===== config.mk =====
export PLATFORM = sky130hd
export DESIGN_NAME = hazard_ctrl
export DESIGN_NICKNAME = d
export VERILOG_FILES = /design/src/rtl/hazard_ctrl.sv
export SDC_FILE = /design/constraint.sdc
export NUM_CORES = 1
export LEC_CHECK = 0
export CELL_PAD_IN_SITES_DETAIL_PLACEMENT = 0
export CELL_PAD_IN_SITES_GLOBAL_PLACEMENT = 1
export CORE_UTILIZATION = 35
export DETAILED_ROUTE_END_ITERATION = 12
export GPL_TIMING_DRIVEN = 0
export PLACE_DENSITY_LB_ADDON = 0.08
export SLEW_MARGIN = 20
export SYNTH_ARGS = -nofsm -noshare
export SYNTH_HDL_FRONTEND = slang
export SYNTH_SLANG_ARGS = --single-unit

===== constraint.sdc =====
create_clock -name clk -period 2.82 [get_ports clk]
set_input_delay 0.564 -clock clk [delete_from_list [all_inputs] [get_ports clk]]
set_output_delay 0.564 -clock clk [all_outputs]
set_load 0.02 [all_outputs]

===== src/rtl/hazard_ctrl.sv =====
// hazard_ctrl: forwarding selects, load-use and multicycle-op stall detection with saturating stall counter
module hazard_ctrl #(
  parameter int AW = 4,
  parameter int MC_LAT = 4,
  parameter int CW = 16
) (
  input  logic          clk,
  input  logic          rst,
  input  logic [AW-1:0] id_rs,
  input  logic [AW-1:0] id_rt,
  input  logic          id_uses_rt,
  input  logic          id_mc,
  input  logic [AW-1:0] ex_rs,
  input  logic [AW-1:0] ex_rt,
  input  logic [AW-1:0] ex_rd,
  input  logic          ex_memread,
  input  logic          ex_mc_start,
  input  logic [AW-1:0] exmem_rd,
  input  logic [AW-1:0] memwb_rd,
  input  logic          exmem_regwrite,
  input  logic          memwb_regwrite,
  output logic [1:0]    fa,
  output logic [1:0]    fb,
  output logic          stall,
  output logic          mc_busy,
  output logic          mc_err,
  output logic [CW-1:0] stall_cnt
);
  typedef enum logic {IDLE, MC_WAIT} state_t;
  state_t state, next_state;
  logic [AW-1:0] mc_rd, next_mc_rd;
  logic [7:0] mc_cnt, next_mc_cnt;
  logic lu, mh, ex_fwd_a, ex_fwd_b, wb_fwd_a, wb_fwd_b;
  always_comb begin
    ex_fwd_a = exmem_regwrite && exmem_rd != '0 && exmem_rd == ex_rs;
    ex_fwd_b = exmem_regwrite && exmem_rd != '0 && exmem_rd == ex_rt;
    wb_fwd_a = memwb_regwrite && memwb_rd != '0 && memwb_rd == ex_rs;
    wb_fwd_b = memwb_regwrite && memwb_rd != '0 && memwb_rd == ex_rt;
    fa = ex_fwd_a ? 2'b10 : wb_fwd_a ? 2'b01 : 2'b00;
    fb = ex_fwd_b ? 2'b10 : wb_fwd_b ? 2'b01 : 2'b00;
    lu = ex_memread && ex_rd != '0 && (ex_rd == id_rs || (id_uses_rt && ex_rd == id_rt));
    mh = mc_busy && (id_mc || (mc_rd != '0 && (mc_rd == id_rs || (id_uses_rt && mc_rd == id_rt))));
    stall = lu || mh;
  end
  always_ff @(posedge clk or posedge rst) begin
    if (rst) begin
      state     <= IDLE;
      mc_rd     <= '0;
      mc_cnt    <= '0;
      mc_err    <= 1'b0;
      stall_cnt <= '0;
    end else begin
      state  <= next_state;
      mc_rd  <= next_mc_rd;
      mc_cnt <= next_mc_cnt;
      if (state == MC_WAIT && ex_mc_start) mc_err <= 1'b1;
      if (stall && stall_cnt != '1) stall_cnt <= stall_cnt + 1'b1;
    end
  end
  // a start while busy is ignored here; only mc_err records it
  always_comb begin
    next_state  = state;
    next_mc_rd  = mc_rd;
    next_mc_cnt = mc_cnt;
    if (state == IDLE) begin
      if (ex_mc_start) begin
        next_state  = MC_WAIT;
        next_mc_rd  = ex_rd;
        next_mc_cnt = 8'(MC_LAT - 1);
      end
    end else begin
      next_state  = mc_cnt == 8'd0 ? IDLE : MC_WAIT;
      next_mc_cnt = mc_cnt == 8'd0 ? 8'd0 : mc_cnt - 8'd1;
    end
  end
  always_comb mc_busy = state == MC_WAIT;
endmodule


==> reports/qor.yml <==
period_minus_slack_ns: 2.76
postSynthAreaPerCell_um2: 9.82
path_class: "primary input to output pin"
rr_startpoint: "stall_cnt[0]"
tightest_slew_ns: 0.629
clk_pin_slew_worst_paths_ns: 0.06
maxSlewViolCount: 0
synth_area_leaders: "dfrtp_1, xnor2_1, xor2_1, nor3_1, mux2_2"
rows: 26
yosys_register_bits: 30
yosysTopAreaCellShare_pct: 40.0
post_drt_wl_per_cell_um: 13.6
portBuffers: 58
critPathMaxFanout: 3
drt_iter0_drc: 58
drive_gt1_share_pct: 10.4
setup_slack_ns: 0.0634
crit_path_start_kind: "primary input"
vias_per_cell: 4.89
finClkSkew_ns: 0.00596
cts_buffers: 5
min_path_type: "flop to flop"
dp_slack_ns: -0.480
diodes: 0
rsz0062_at_grt: "no"
cp-end-kind: "output pin"
synth_common_cells: "dfrtp_1, xnor2_1, xor2_1"
io-pin-count: 59
core_um2: 5140
design.die.area_um2: 5660
clock.fmax_mhz: 363
cts_tree: "done"
synthCells: 191
cts_hold_buf: 0
peakVddDrop_mv: 0.591
startpoint: "exmem_rd[2]"
outcome: "finished clean"
synth_cell_types: 36
synth_nets: 230
area_growth_pct: 42.3
synth-warning-count: 0
grt-ovfl-total: 0
hpwl_um: 3380
cts.sinks: 30
grt_pass1_vias: 1593
cts_buffer_depth: 2
finalSetupViolations: 0
gp_congestion: 0.750
die_width_um: 75.2
grt_usage_pct: 17.3
powerDensity_nw_per_um2: 734
antenna_found_initial: 0
post-synth-top-count-cell: "dfrtp_1"
period_share_pct: 97.8
max_cap_viol_count: 0
setup_tns_ns: 0
hold_path.startpoint: "mc_err"
synthesis.area_um2: 1880
first_pass_iters: 4
power_uw: 1960
drc: 0
nets: 297
cts_root_buffer: "clkbuf_8"
clk_latency_ns: 0.28
leakage_uw: 0.00112
synth_top_flop_cell: "dfrtp_1"
arrival_ns: 2.19
via_count: 1608
cp.required_ns: 2.26
start_util_pct: 36.5
htree_levels: 2
seq_area_frac_synth_pct: 40.0
die_h_um: 75.2
drt_wl_total_um: 4470
synth_edf_count: 0
hold_viol: 0
synth_top_cell_by_area: "dfrtp_1"
synthArstFlopShare_pct: 100
slew_headroom_pct: 58.0
grt_max_degree: 31
antenna_left: 0
grt_pass1_wl_um: 7440
final timing paths:
kind / slack (ns) / to / cells after the start
max: 0.06 / fb[0] / 6
min: 0.46 / mc_err / 1
max in group asynchronous: 1.72 / mc_cnt[1] / 2
max reg2reg: 0.47 / stall_cnt[1] / 6
min in group asynchronous: 0.68 / mc_cnt[5] / 2
min reg2reg: 0.46 / mc_err / 1
state kept, by name, summed over array words and instances (netlist names):
name	flops
mc_busy	1
mc_cnt	8
mc_err	1
mc_rd	4
stall_cnt	16
logic make-up (layout without fill, tap and decap cells):
logic type / count (synthesis) / after routing / share of synthesized area, %
AND/OR/NAND/NOR: 70 / 70 / 19.6
flip-flops: 30 / 30 / 40.0
adder cells (fa/ha/maj): 3 / 3 / 2.00
XOR/XNOR: 46 / 46 / 21.5
AO/OA/AOI/OAI: 29 / 29 / 11.3
buffers and inverters: 7 / 75 / 1.80
multiplexers: 6 / 6 / 3.80
routing by layer:
layer | share of wire (%) | vias up | global-route usage (%) | routed length [µm]
met5 | 0 | - | 0 | 0
met4 | 0.96 | 0 | 4.32 | 43
met3 | 3.7 | 6 | 4.02 | 165
met2 | 48 | 26 | 28.5 | 2130
met1 | 48 | 766 | 23.0 | 2130
li1 | - | 810 | - | -
cell usage in the layout (no fill, tap or decap), types with 2 or more instances in the layout:
master,n
a21oi_1,6
buf_4,4
clkbuf_1,2
clkbuf_8,6
clkdlybuf4s50_1,51
dfrtp_1,30
dlygate4sd2_1,4
ha_1,3
inv_1,3
mux2_2,5
nand2_1,10
nand2b_1,3
nand3_1,10
nand4_1,5
nor2_1,13
nor2b_1,3
nor3_1,12
nor4_1,3
o21a_1,2
o21ai_0,8
o31a_1,2
o31ai_1,2
or3_1,3
or3_4,2
or4_1,2
xnor2_1,23
xor2_1,23
area by class of cell:
cell class                      instances  area (µm²)
Sequential cell                        30         751
Tap cell                               70        87.6
Clock inverter                          1        5.00
Timing Repair Buffer                   60         587
Multi-Input combinational cell        154        1120
Inverter                                4        15.0
Clock buffer                            7        86.3
Fill cell                             504        2470
Buffer                                  3        18.8
critical path, stage by stage:
cell	delay (ns)
clkdlybuf4s50_1	0.48
o41ai_2	0.41
buf_4	0.17
nor2_1	0.05
nor3_1	0.17
dlygate4sd1_1	0.34
where the power goes:
part	internal [µW]	total [µW]	switching (µW)	leakage (µW)
clock network	197	360	163	0.0000482
logic	445	872	426	0.000692
registers	575	727	151	0.000375
per-stage QoR:
step	util, %	std cells	cell area (µm²)	hold slack (ns)
after global routing	51.9	329	2670	0.505
after global placement	49.5	319	2540	0.438
after detailed placement	49.5	319	2540	0.443
after floorplan	-	191	1880	0.474
final	51.9	329	2670	0.458
after CTS	51.9	329	2670	0.457
timing repair:
item                                    CTS  global route
pin swaps                                 1             0
cloned                                    0             0
endpoints found under the setup margin    5             3
gates resized for setup                  10             5
setup buffers                             2             0
No activity file was read; power rests on OpenSTA's default activity.
